--- config.mk ---
export PLATFORM = sky130hd
export DESIGN_NAME = pipeline_ctrl
export DESIGN_NICKNAME = d
export VERILOG_FILES = /design/src/rtl/pipeline_ctrl.sv
export SDC_FILE = /design/constraint.sdc
export NUM_CORES = 1
export LEC_CHECK = 0
export ABC_AREA = 0
export BUFFER_PORTS_ARGS = -buffer_cell sky130_fd_sc_hd__buf_2
export CAP_MARGIN = 20
export CORE_UTILIZATION = 53
export DETAILED_ROUTE_END_ITERATION = 7
export PLACE_DENSITY = 0.95
export SLEW_MARGIN = 30
export SYNTH_ARGS = -nofsm -noshare
export SYNTH_HDL_FRONTEND = slang
export SYNTH_SLANG_ARGS = --single-unit
--- constraint.sdc ---
create_clock -name CLK -period 5.37 [get_ports CLK]
set_input_delay 0.8055 -clock CLK [delete_from_list [all_inputs] [get_ports CLK]]
set_output_delay 0.8055 -clock CLK [all_outputs]
set_load 0.01 [all_outputs]
--- src/rtl/pipeline_ctrl.sv ---
// Pipeline stall/flush controller.
// Orders halt, data wait, branch, load-use and fetch miss.
module pipeline_ctrl (
  input  logic       CLK,
  input  logic       RST,
  input  logic       ihit,
  input  logic       dhit,
  input  logic       mem_dren,
  input  logic       mem_dwen,
  input  logic       mem_branch_taken,
  input  logic       mem_halt,
  input  logic       ex_dren,
  input  logic [4:0] ex_wsel,
  input  logic [4:0] id_rs,
  input  logic [4:0] id_rt,
  input  logic       id_uses_rt,
  output logic       pc_en,
  output logic       ifid_en,
  output logic       ifid_flush,
  output logic       idex_en,
  output logic       idex_flush,
  output logic       exmem_en,
  output logic       exmem_flush,
  output logic       memwb_en,
  output logic       halt,
  output logic [15:0] stall_cnt,
  output logic [15:0] flush_cnt
);

  typedef enum logic [1:0] {
    RUN   = 2'd0,
    DWAIT = 2'd1,
    HALT  = 2'd2
  } state_t;

  state_t state, state_nx;
  logic   lu, dp, br_act;

  assign lu = ex_dren & (ex_wsel != 5'd0) &
              ((ex_wsel == id_rs) |
               (id_uses_rt & (ex_wsel == id_rt)));

  assign dp = (mem_dren | mem_dwen) & ~dhit;

  // halt is the decoded state flop, so it is registered
  assign halt = (state == HALT);

  // Next state and stage enables/flushes by priority
  always_comb begin
    state_nx    = state;
    pc_en       = 1'b0;
    ifid_en     = 1'b0;
    ifid_flush  = 1'b0;
    idex_en     = 1'b0;
    idex_flush  = 1'b0;
    exmem_en    = 1'b0;
    exmem_flush = 1'b0;
    memwb_en    = 1'b0;
    br_act      = 1'b0;
    if (RST) begin
      state_nx = RUN;
    end else if (state == HALT) begin
      state_nx = HALT;
    end else if (mem_halt) begin
      exmem_en    = 1'b1;
      exmem_flush = 1'b1;
      memwb_en    = 1'b1;
      state_nx    = HALT;
    end else if (dp) begin
      state_nx = DWAIT;
    end else begin
      state_nx = RUN;
      if (mem_branch_taken) begin
        br_act      = 1'b1;
        pc_en       = 1'b1;
        ifid_en     = 1'b1;
        ifid_flush  = 1'b1;
        idex_en     = 1'b1;
        idex_flush  = 1'b1;
        exmem_en    = 1'b1;
        exmem_flush = 1'b1;
        memwb_en    = 1'b1;
      end else if (lu) begin
        idex_en    = 1'b1;
        idex_flush = 1'b1;
        exmem_en   = 1'b1;
        memwb_en   = 1'b1;
      end else if (!ihit) begin
        ifid_en    = 1'b1;
        ifid_flush = 1'b1;
        idex_en    = 1'b1;
        exmem_en   = 1'b1;
        memwb_en   = 1'b1;
      end else begin
        pc_en    = 1'b1;
        ifid_en  = 1'b1;
        idex_en  = 1'b1;
        exmem_en = 1'b1;
        memwb_en = 1'b1;
      end
    end
  end

  // State register
  always_ff @(posedge CLK or posedge RST) begin
    if (RST) state <= RUN;
    else     state <= state_nx;
  end

  // Saturating count of frozen-PC cycles
  always_ff @(posedge CLK or posedge RST) begin
    if (RST)
      stall_cnt <= 16'd0;
    else if (!pc_en && state != HALT &&
             stall_cnt != 16'hFFFF)
      stall_cnt <= stall_cnt + 16'd1;
  end

  // Saturating count of taken-branch redirects
  always_ff @(posedge CLK or posedge RST) begin
    if (RST)
      flush_cnt <= 16'd0;
    else if (br_act && flush_cnt != 16'hFFFF)
      flush_cnt <= flush_cnt + 16'd1;
  end

endmodule
## Word-level counts from Yosys, hierarchy flattened

Index checks and enable logic that the tools add are counted.

- Word-level logic and storage cells: 68
- Bits in registers: 34
- Output and inout bits: 41
- Bits of input ports: 25

- Reductions and logical operators: 5
- Add/subtract/negate cells: 2
- Muxes and demuxes: 45
- Eq/ne operators: 6
- Bitwise operators: 7

Operator list:

| operator | count |
|---|---|
| 2-to-1 mux 1 bit | 42 |
| adder 16 x 1 -> 16 bit, second input constant | 2 |
| inequality test 16 bit, second input constant | 2 |
| == test 5 bit | 2 |
| 2-to-1 mux 2 bit | 3 |
| nonzero test 5 bit | 1 |
| AND 1 bit | 4 |
| logical AND 1 bit | 3 |
| == test 2 bit, second input constant | 1 |
| inequality test 2 bit, second input constant | 1 |
| OR 1 bit | 2 |
| zero test 1 bit | 1 |
| inverter 1 bit | 1 |

## Depth between registers and ports, before layout

Gate-level depths: netlist of run 1.

- Depth after elaboration: 13
- Mapped depth: 8

## Worst setup path before layout of run 1

No wires, ideal clock.

- Path kind: in2out
- From: input port ex_wsel[1]
- To: output port ifid_flush
- Buffers on the path: 0
- Slack: 2.451 ns
- Cell stages on the path: 5
- Arrival: 2.113 ns
- Required time: 4.564 ns
- Cells stage by stage: or4_1 > o21ai_1 > or2_1 > o21a_1 > a21boi_1

- Word-level cells in the longest chain between the ends: 10
- Elaborated cells between the ends (all ways): 13
- Classes of those cells: 2 x eq/ne; 6 x mux; 4 x bitwise; 1 x reduce/logical

RTL lines:

| element | RTL line | source |
|---|---|---|
| start: declaration | 13 | `input logic [4:0] ex_wsel,` |
| == test 5 bit | 41 | `(id_uses_rt & (ex_wsel == id_rt)));` |
| AND 1 bit | 41 |  |
| OR 1 bit | 40 | `((ex_wsel == id_rs) \|` |
| AND 1 bit * | 39 | `assign lu = ex_dren & (ex_wsel != 5'd0) &` |
| 2-to-1 mux 1 bit * | 83 | `end else if (lu) begin` |
| 2-to-1 mux 1 bit * | 73 | `if (mem_branch_taken) begin` |
| 2-to-1 mux 1 bit * | 69 | `end else if (dp) begin` |
| 2-to-1 mux 1 bit * | 64 | `end else if (mem_halt) begin` |
| 2-to-1 mux 1 bit * | 62 | `end else if (state == HALT) begin` |
| 2-to-1 mux 1 bit * | 60 | `if (RST) begin` |
| end: declaration | 19 | `output logic ifid_flush,` |

Every way passes the cells marked *; elsewhere a longest branch is shown, timed or not.

## Worst setup path in the final report of run 1

- From: input port ex_wsel[4]
- To: output port pc_en

- Word-level cells in the longest chain between the ends: 10
- Elaborated cells between the ends (all ways): 13
- Classes of those cells: 2 x eq/ne; 6 x mux; 4 x bitwise; 1 x reduce/logical

RTL lines:

| element | RTL line | source |
|---|---|---|
| == test 5 bit | 41 |  |
| AND 1 bit | 41 |  |
| OR 1 bit | 40 |  |
| AND 1 bit * | 39 |  |
| 2-to-1 mux 1 bit * | 83 |  |
| 2-to-1 mux 1 bit * | 73 |  |
| 2-to-1 mux 1 bit * | 69 |  |
| 2-to-1 mux 1 bit * | 64 |  |
| 2-to-1 mux 1 bit * | 62 |  |
| 2-to-1 mux 1 bit * | 60 |  |
| end: declaration | 17 | `output logic pc_en,` |

Marked as above.

==> impl_metrics.py, run 1 <==
metrics = {
    "outcome": {
        "status": "finished clean",
    },
    "synthesis": {
        "synth_compound_area_frac": 0.0598,
        "synth-seq-cells": 34,
        "synthMuxAreaShare": 0.0141,
        "synth-seq-area-share": 0.457,
        "syn_area_per_cell_um2": 10.6,
        "yosysTopAreaCellShare": 0.457,
        "synth_top_flop_cell": "dfrtp_1",
        "synth_area_leaders": "dfrtp_1 (46%), xnor2_1 (13%), xor2_1 (5.6%)",
        "synth_xor_area_frac": 0.183,
        "synth_top_area_cell": "dfrtp_1",
        "ys_top_cells_by_count": "dfrtp_1 (34), xnor2_1 (27), nand2_1 (15), nand3_1 (14), xor2_1 (12)",
        "yosysUniqueCellTypes": 40,
        "post_synth_inst_count": 176,
        "yosys_warnings": 0,
        "synth-adder-area-share": 0.0134,
        "synth_top_family_by_area": "simple AND/OR/NAND/NOR gates",
        "synth_edf_count": 0,
        "synthArstFlopShare": 1.00,
        "syn_nets": 203,
        "synthesis.area_mm2": 0.00186,
        "yosysMostFrequentCell": "dfrtp_1",
        "synthSimpleGateAreaFrac": 0.250,
    },
    "setup_path": {
        "cpPeakStageDelay_ps": 650,
        "arrival_ps": 2410,
        "crit_path_top_delay_cell": "o31ai_4",
        "cp_max_fo": 16,
        "rrSetupSlack_ps": 3330,
        "critPathLaunchType": "input pin",
        "critPathCaptureType": "output pin",
        "crit_chain": "buf_2, xor2_1, nor4_1, a32oi_1, o31ai_4, inv_2, buf_2",
        "cp.required_ps": 4560,
        "critPathKind": "input pin to output pin",
        "crit_top_cell": "buf_2",
    },
    "grt": {
        "grt_max_degree": 35,
        "grt_use_total": 0.223,
        "grt_pass1_vias": 1435,
        "grt_pass1_wl_mm": 6.02,
        "globalRoute.totalOverflow": 0,
        "antenna_found_initial": 0,
    },
    "sta": {
        "skew_ps": 6.48,
        "timing.final.hold_violations": 0,
        "max_slew_margin": 0.535,
        "maxSlewViolCount": 0,
        "fin_crit_ps": 3220,
        "max_freq_ghz": 0.311,
        "finalSetupViolations": 0,
        "rsz0062_at_grt": "no",
        "finalCritPeriodShare": 0.599,
        "setup_tns_ps": 0,
        "tightest_slew_ps": 698,
    },
    "clock_network": {
        "cts_buffer_depth": 2,
        "cts_buffers": 5,
        "path_clk_slew_ps": 90,
        "cts.htree.levels": 2,
        "cts_resized": 0,
        "cts_hold_buffers": 0,
        "root_buffer": "clkbuf_4",
        "clkSinkCount": 34,
        "cts_tree": "yes",
        "post_cts_buffers": 0,
        "clock_latency_ps": 340,
    },
    "routing": {
        "m1WireLength_mm": 1.58,
        "wl_per_cell_um": 12.4,
        "vias": 1565,
        "drtIter0Drc": 60,
        "final_antenna_net_count": 0,
        "firstDrtPassIters": 4,
        "wl_mm": 3.65,
        "drc": 0,
        "wl_met3_um": 198,
        "top_layer_used": "met4",
        "wl_met2_mm": 1.81,
        "routed_via_density": 5.34,
    },
    "power_and_ir_drop": {
        "p_int_uw": 479,
        "share_comb_of_total_power": 0.274,
        "switching_share": 0.326,
        "clkPwrFrac": 0.242,
        "p_leak_uw": 0.00114,
        "p_switching_uw": 231,
        "p_seq_frac": 0.484,
        "power.density_mw_per_mm2": 308,
        "peakVddDrop_v": 0.000151,
    },
    "final_layout": {
        "area_growth_pct": 24.0,
        "drive_gt1_frac": 0.352,
        "num_antenna_cells": 0,
        "layout.nets": 273,
        "design_area_mm2": 0.00231,
    },
    "placement": {
        "port-buffer-count": 65,
        "post-dp-hpwl_mm": 2.79,
        "placed_area_mm2": 0.00223,
        "gp_routability_congestion": 0.784,
    },
    "floorplan": {
        "fp.dieArea_mm2": 0.00375,
        "coreArea_mm2": 0.00336,
        "rows": 21,
        "ioPinCount": 66,
        "die_h_um": 61.3,
        "initial_core_util": 0.554,
        "die_x_um": 61.3,
    },
    "flow_run": {
        "drv_cap": 0,
    },
    "hold_path": {
        "holdCritPathClass": "flop to flop",
    },
}
==> metal layers <==
| metal | GRT usage | vias to the layer above |
|---|---|---|
| met1 | 0.266 | 751 |
| li1 | - | 760 |
| met5 | 0 | - |
| met3 | 0.0735 | 6 |
| met2 | 0.376 | 48 |
| met4 | 0.0844 | 0 |
==> layout by cell type, fill, tap and decap left out, types with 3 or more instances in the layout <==
master | Yosys | layout
and3_1 | 7 | 7
and4_1 | 5 | 5
buf_2 | 0 | 65
clkbuf_4 | 0 | 5
clkbuf_8 | 0 | 3
dfrtp_1 | 34 | 34
inv_1 | 3 | 3
nand2_1 | 15 | 15
nand3_1 | 14 | 14
nand3_2 | 3 | 3
nand4_1 | 6 | 6
nor2_1 | 7 | 7
nor3_1 | 6 | 6
nor3_2 | 3 | 3
nor4_1 | 3 | 3
xnor2_1 | 27 | 27
xor2_1 | 12 | 12
==> layout make-up <==
type / instances / area, um^2
well taps: 46 / 57.6
flip-flops and latches: 34 / 851
fillers: 286 / 1050
clock buffers: 8 / 78.8
inverters: 5 / 18.8
multi-input cells: 134 / 970
repair buffers: 66 / 333
==> kinds of logic (layout without fill, tap and decap cells) <==
family / after synthesis / after routing
and+or+nand+nor: 78 / 78
AOI/OAI and AO/OA: 13 / 13
xor gates and xnor gates: 39 / 39
DFF: 34 / 34
adders and majority gates: 2 / 2
muxes: 2 / 2
buffers and inverters: 8 / 79
==> flip-flops by register name, indices dropped and copies added (netlist names) <==
name	flops
stall_cnt	16
state	2
flush_cnt	16
==> final timing paths <==
kind / startpoint / endpoint / cells after the start
worst min register to register: stall_cnt[12]$_DFFE_PP0P_ / stall_cnt[12]$_DFFE_PP0P_ / 1
max in group asynchronous: RST / stall_cnt[6]$_DFFE_PP0P_ / 3
worst max register to register: state[1]$_DFF_PP0_ / flush_cnt[9]$_DFFE_PP0P_ / 7
worst max-delay path: ex_wsel[4] / pc_en / 7
min in group asynchronous: RST / flush_cnt[12]$_DFFE_PP0P_ / 3
worst min-delay path: stall_cnt[12]$_DFFE_PP0P_ / stall_cnt[12]$_DFFE_PP0P_ / 1
==> critical path: cells and delay by family <==
kind                   cells  cell delay (ps)
AND/OR/NAND/NOR            1              280
XOR/XNOR                   1              160
buffers and inverters      3              310
AO/OA/AOI/OAI              2              850
==> power groups by stage <==
stage          clock network, uW  logic (uW)  registers, uW
2_1_floorplan                  0         103            362
3_3_place_gp                   0         189            348
3_5_place_dp                   0         195            349
4_1_cts                      176         196            343
5_1_grt                      189         219            354
6_report                     172         194            344
==> per-stage QoR <==
| step | hold WS, ps | cells | power [uW] | worst slack (ps) | util |
|---|---|---|---|---|---|
| 5_1_grt | 517 | 293 | 762 | 1990 | 0.686 |
| 3_5_place_dp | 482 | 285 | 544 | 2130 | 0.663 |
| 3_3_place_gp | 470 | 285 | 536 | 2190 | 0.663 |
| 4_1_cts | 495 | 293 | 716 | 2130 | 0.686 |
| 2_1_floorplan | 518 | 176 | 465 | 2450 | - |
| 6_report | 491 | 293 | 710 | 2150 | 0.686 |
Note: power is estimated with default switching activity, not from simulation.
==> inputs of run 2 (changes only) <==
--- a/config.mk
+++ b/config.mk
@@ -8,9 +8,9 @@
 export ABC_AREA = 0
 export BUFFER_PORTS_ARGS = -buffer_cell sky130_fd_sc_hd__buf_2
 export CAP_MARGIN = 20
-export CORE_UTILIZATION = 53
+export CORE_UTILIZATION = 49
 export DETAILED_ROUTE_END_ITERATION = 7
-export PLACE_DENSITY = 0.95
+export PLACE_DENSITY = 0.9
 export SLEW_MARGIN = 30
 export SYNTH_ARGS = -nofsm -noshare
 export SYNTH_HDL_FRONTEND = slang
==> constraint.sdc (replaced) <==
create_clock -name CLK -period 3 [get_ports CLK]
set_input_delay 0.45 -clock CLK [delete_from_list [all_inputs] [get_ports CLK]]
set_output_delay 0.45 -clock CLK [all_outputs]
set_load 0.01 [all_outputs]
==> impl_metrics.py, run 2 (same netlist as run 1, synthesis figures left out) <==
metrics = {
    "outcome": {
        "status": "finished clean",
    },
    "sta": {
        "maxSlewViolCount": 0,
        "max_slew_margin": 0.621,
        "rsz0062_at_grt": "no",
        "skew_ps": 6.73,
        "max_freq_ghz": 0.426,
        "fin_crit_ps": 2350,
        "tightest_slew_ps": 567,
        "finalSetupViolations": 0,
        "finalCritPeriodShare": 0.783,
        "timing.final.hold_violations": 0,
        "setup_tns_ps": 0,
    },
    "grt": {
        "globalRoute.totalOverflow": 0,
        "grt_max_degree": 35,
        "antenna_found_initial": 0,
        "grt_pass1_vias": 1496,
        "grt_use_total": 0.223,
        "grt_pass1_wl_mm": 6.79,
    },
    "final_layout": {
        "layout.nets": 274,
        "area_growth_pct": 25.4,
        "final_common_cell": "buf_2",
        "layout_common_cells": "buf_2 (65), dfrtp_1 (34), xnor2_1 (27), nand2_1 (15), nand3_1 (14)",
        "num_antenna_cells": 0,
        "drive_gt1_frac": 0.355,
        "reg_top3": "flush_cnt: 16 flops, stall_cnt: 16 flops, state: 2 flops",
    },
    "routing": {
        "firstDrtPassIters": 4,
        "drc": 0,
        "wl_mm": 4.13,
        "routed_via_density": 5.43,
        "wl_per_cell_um": 14.0,
        "vias": 1606,
        "drtIter0Drc": 121,
        "final_antenna_net_count": 0,
    },
    "placement": {
        "gp_routability_congestion": 0.791,
        "port-buffer-count": 65,
        "post-dp-hpwl_mm": 3.11,
    },
    "floorplan": {
        "fp.dieArea_mm2": 0.00405,
        "rows": 22,
        "ioPinCount": 66,
        "initial_core_util": 0.509,
        "die_x_um": 63.6,
        "die_h_um": 63.6,
        "coreArea_mm2": 0.00366,
    },
    "hold_path": {
        "holdCritPathClass": "input pin to asynchronous set/reset pin",
    },
    "clock_network": {
        "cts_hold_buffers": 0,
        "clkSinkCount": 34,
        "post_cts_buffers": 0,
        "cts_resized": 0,
        "cts.htree.levels": 2,
        "path_clk_slew_ps": 70,
        "cts_buffers": 5,
        "cts_buffer_depth": 2,
        "root_buffer": "clkbuf_8",
        "clock_latency_ps": 280,
        "cts_tree": "yes",
    },
    "setup_path": {
        "critPathCaptureType": "output pin",
        "arrival_ps": 1900,
        "cp_max_fo": 3,
        "critPathLaunchType": "input pin",
        "critPathKind": "input pin to output pin",
        "cp.required_ps": 2550,
    },
    "power_and_ir_drop": {
        "p_leak_uw": 0.00115,
        "power.density_mw_per_mm2": 569,
        "peakVddDrop_v": 0.000231,
        "power.total_uw": 1330,
    },
    "flow_run": {
        "drv_cap": 0,
    },
}
==> run 2: changes by cell type in the layout (fill, tap and decap cells not counted), sizes merged <==
cell      previous run  this run
buf                 66        67
clkinvlp             0         1
clkinv               0         1
clkbuf               8         6
==> run 2: stage by stage <==
stage | cell area [um^2] | worst slack (ps) | cells | util | hold WS [ps]
finish | 2330 | 650 | 296 | 0.638 | 308
global route | 2330 | 576 | 296 | 0.638 | 369
CTS | 2330 | 649 | 296 | 0.638 | 331
detailed placement | 2240 | 652 | 288 | 0.612 | 478
global placement | 2240 | 668 | 288 | 0.612 | 475
floorplan | 1860 | 792 | 176 | - | 516
==> run 2: final timing paths <==
kind                                            from                         to  slack [ps]  cells after the start
setup / recovery                          ex_wsel[1]                 ifid_flush         650                      7
hold / removal                                   RST  stall_cnt[14]$_DFFE_PP0P_         310                      3
setup reg to reg            stall_cnt[2]$_DFFE_PP0P_  stall_cnt[10]$_DFFE_PP0P_         940                      6
hold reg to reg            flush_cnt[10]$_DFFE_PP0P_  flush_cnt[10]$_DFFE_PP0P_         490                      1
max in group asynchronous                        RST         state[0]$_DFF_PP0_        2380                      3
min in group CLK                            mem_halt         state[0]$_DFF_PP0_         430                      2
==> run 2: report_power, final <==
group | total (uW) | switching (uW) | internal (uW)
clock network | 351 | 166 | 184
registers | 627 | 97.2 | 530
logic | 350 | 182 | 168
==> run 2: layout make-up <==
| class | count | area [um^2] |
|---|---|---|
| multi-input combinational | 134 | 970 |
| sequential | 34 | 851 |
| fill | 302 | 1330 |
| timing repair buffer | 67 | 340 |
| tap | 48 | 60.1 |
| clock inverter | 2 | 12.5 |
| inverter | 5 | 18.8 |
| clock buffer | 6 | 82.6 |
==> run 2: per-layer routing <==
metal  track usage  vias up  part of all wire
li1              -      766                 -
met1         0.252      763              0.40
met2         0.390       66              0.52
met3        0.0417       11             0.050
met4         0.128        0             0.029
met5             0        -                 0
==> run 2: worst max-delay path, cell delays in order <==
cell and delay, ps:
buf_2 120, or4_1 510, o21ai_1 260, or2_1 160
o21a_1 120, a21boi_1 140, buf_2 140
==> inputs of run 3 (changes only) <==
--- a/config.mk
+++ b/config.mk
@@ -8,9 +8,9 @@
 export ABC_AREA = 0
 export BUFFER_PORTS_ARGS = -buffer_cell sky130_fd_sc_hd__buf_2
 export CAP_MARGIN = 20
-export CORE_UTILIZATION = 49
+export CORE_UTILIZATION = 45
 export DETAILED_ROUTE_END_ITERATION = 7
-export PLACE_DENSITY = 0.9
+export PLACE_DENSITY = 0.87
 export SLEW_MARGIN = 30
 export SYNTH_ARGS = -nofsm -noshare
 export SYNTH_HDL_FRONTEND = slang
==> constraint.sdc (replaced) <==
create_clock -name CLK -period 1.9 [get_ports CLK]
set_input_delay 0.285 -clock CLK [delete_from_list [all_inputs] [get_ports CLK]]
set_output_delay 0.285 -clock CLK [all_outputs]
set_load 0.01 [all_outputs]
==> impl_metrics.py, run 3 (same netlist as run 1, synthesis figures left out) <==
metrics = {
    "sta": {
        "rsz0062_at_grt": "yes",
        "finalSetupViolations": 4,
        "tightest_slew_ps": 435,
        "maxSlewViolCount": 0,
        "timing.final.hold_violations": 0,
        "skew_ps": 4.42,
        "worst_slack_ps": -167,
        "finalCritPeriodShare": 1.09,
        "setup_tns_ps": -319,
        "max_slew_margin": 0.710,
        "max_freq_ghz": 0.484,
        "fin_crit_ps": 2070,
    },
    "routing": {
        "firstDrtPassIters": 4,
        "drtIter0Drc": 129,
        "drc": 0,
        "routed_via_density": 5.21,
        "final_antenna_net_count": 0,
        "wl_per_cell_um": 13.7,
        "vias": 1718,
        "wl_mm": 4.51,
    },
    "power_and_ir_drop": {
        "p_switching_uw": 734,
        "power.density_mw_per_mm2": 820,
        "share_comb_of_total_power": 0.321,
        "peakVddDrop_v": 0.000390,
        "clkPwrFrac": 0.252,
        "p_int_uw": 1490,
        "p_leak_uw": 0.00134,
        "p_seq_frac": 0.427,
        "switching_share": 0.331,
    },
    "floorplan": {
        "rows": 23,
        "fp.dieArea_mm2": 0.00440,
        "die_h_um": 66.3,
        "initial_core_util": 0.465,
        "coreArea_mm2": 0.00400,
        "die_x_um": 66.3,
        "ioPinCount": 66,
    },
    "clock_network": {
        "path_clk_slew_ps": 70,
        "cts_tree": "yes",
        "root_buffer": "clkbuf_8",
        "cts.htree.levels": 2,
        "cts_buffers": 5,
        "clkSinkCount": 34,
        "clock_latency_ps": 290,
        "cts_buffer_depth": 2,
    },
    "final_layout": {
        "fill_cells": 322,
        "reg_top3": "flush_cnt: 16 flops, stall_cnt: 16 flops, state: 2 flops",
        "drive_gt1_frac": 0.461,
        "layoutNonFillerInstCount": 330,
        "num_antenna_cells": 0,
        "layout_common_cells": "buf_2 (62), dfrtp_1 (34), buf_4 (32), xnor2_1 (27), nand2_1 (15)",
        "final_common_cell": "buf_2",
        "area_growth_pct": 45.4,
        "layout.nets": 306,
    },
    "grt": {
        "globalRoute.totalOverflow": 0,
        "grt_use_total": 0.220,
        "grt_pass1_vias": 1632,
        "antenna_found_initial": 0,
        "grt_max_degree": 35,
        "grt_pass1_wl_mm": 7.16,
    },
    "outcome": {
        "violations": "setup timing",
        "status": "complete, but fails checks",
    },
    "placement": {
        "gp_routability_congestion": 0.765,
        "port-buffer-count": 65,
        "dp_cells": 313,
        "post-dp-hpwl_mm": 3.31,
    },
    "setup_path": {
        "arrival_ps": 1780,
        "critPathLaunchType": "input pin",
        "cp.required_ps": 1620,
        "crit_top_cell": "buf_2",
        "crit_chain": "buf_2, buf_4, or4_1, o21ai_2, or2_1, o21a_1, a21boi_2, buf_2",
        "critPathKind": "input pin to output pin",
        "cp_max_fo": 2,
        "cpPeakStageDelay_ps": 490,
        "crit_path_top_delay_cell": "or4_1",
        "critPathCaptureType": "output pin",
    },
    "flow_run": {
        "drv_cap": 0,
    },
    "hold_path": {
        "holdCritPathClass": "input pin to asynchronous set/reset pin",
    },
}
==> run 3: final cells by class <==
type	instances	area [um^2]	share of cell area
Tap cell	50	62.6	0.0231
Sequential cell	34	851	0.314
Clock inverter	2	12.5	0.00462
Multi-Input combinational cell	134	1060	0.390
Inverter	5	23.8	0.00878
Timing Repair Buffer	99	619	0.229
Clock buffer	6	82.6	0.0305
==> run 3: power by group through the flow <==
| stage | combinational, uW | sequential, uW | clock, uW |
|---|---|---|---|
| 2_1_floorplan | 292 | 1020 | 0 |
| 3_3_place_gp | 642 | 954 | 0 |
| 3_5_place_dp | 667 | 962 | 0 |
| 6_report | 712 | 948 | 560 |
| 5_1_grt | 789 | 970 | 606 |
| 4_1_cts | 684 | 951 | 574 |
==> run 3: critical path: cells and delay by family <==
kind                   cells  cell delay [ps]
and+or+nand+nor            2              650
AOI/OAI and AO/OA          3              460
buffers and inverters      3              370
==> run 3: timing repair <==
item / in CTS / in global routing
setup endpoints to repair: 5 / 23
gates cloned: 0 / 0
gates resized for setup: 7 / 15
hold buffers: 0 / 0
pin swaps: 1 / 8
buffers inserted: 5 / 4
==> run 3: routing by layer <==
metal | up-vias | part of all wire | GRT usage
met2 | 62 | 0.53 | 0.374
met5 | - | 0 | 0
met3 | 6 | 0.045 | 0.0414
met4 | 0 | 0.016 | 0.117
met1 | 821 | 0.41 | 0.260
li1 | 829 | - | -
==> run 3: metrics by stage <==
step	total power, uW	setup WS, ps	utilization	hold WS [ps]	instance area [um^2]
5_1_grt	2360	-239	0.677	211	2710
3_3_place_gp	1600	-151	0.607	468	2430
2_1_floorplan	1320	22.1	-	351	1860
4_1_cts	2210	-173	0.650	160	2600
3_5_place_dp	1630	-250	0.607	477	2430
6_report	2220	-167	0.677	154	2710
==> run 3: path summary, 6_finish.rpt <==
path,to,slack (ps),from,cells past startpoint
hold / removal,stall_cnt[0]$_DFFE_PP0P_,150,RST,3
setup / recovery,ifid_flush,-170,ex_wsel[3],8
setup reg to reg,flush_cnt[1]$_DFFE_PP0P_,40,state[1]$_DFF_PP0_,7
min in group CLK,state[0]$_DFF_PP0_,250,mem_halt,2
hold reg to reg,stall_cnt[5]$_DFFE_PP0P_,490,stall_cnt[5]$_DFFE_PP0P_,1
max in group asynchronous,stall_cnt[9]$_DFFE_PP0P_,1430,RST,3
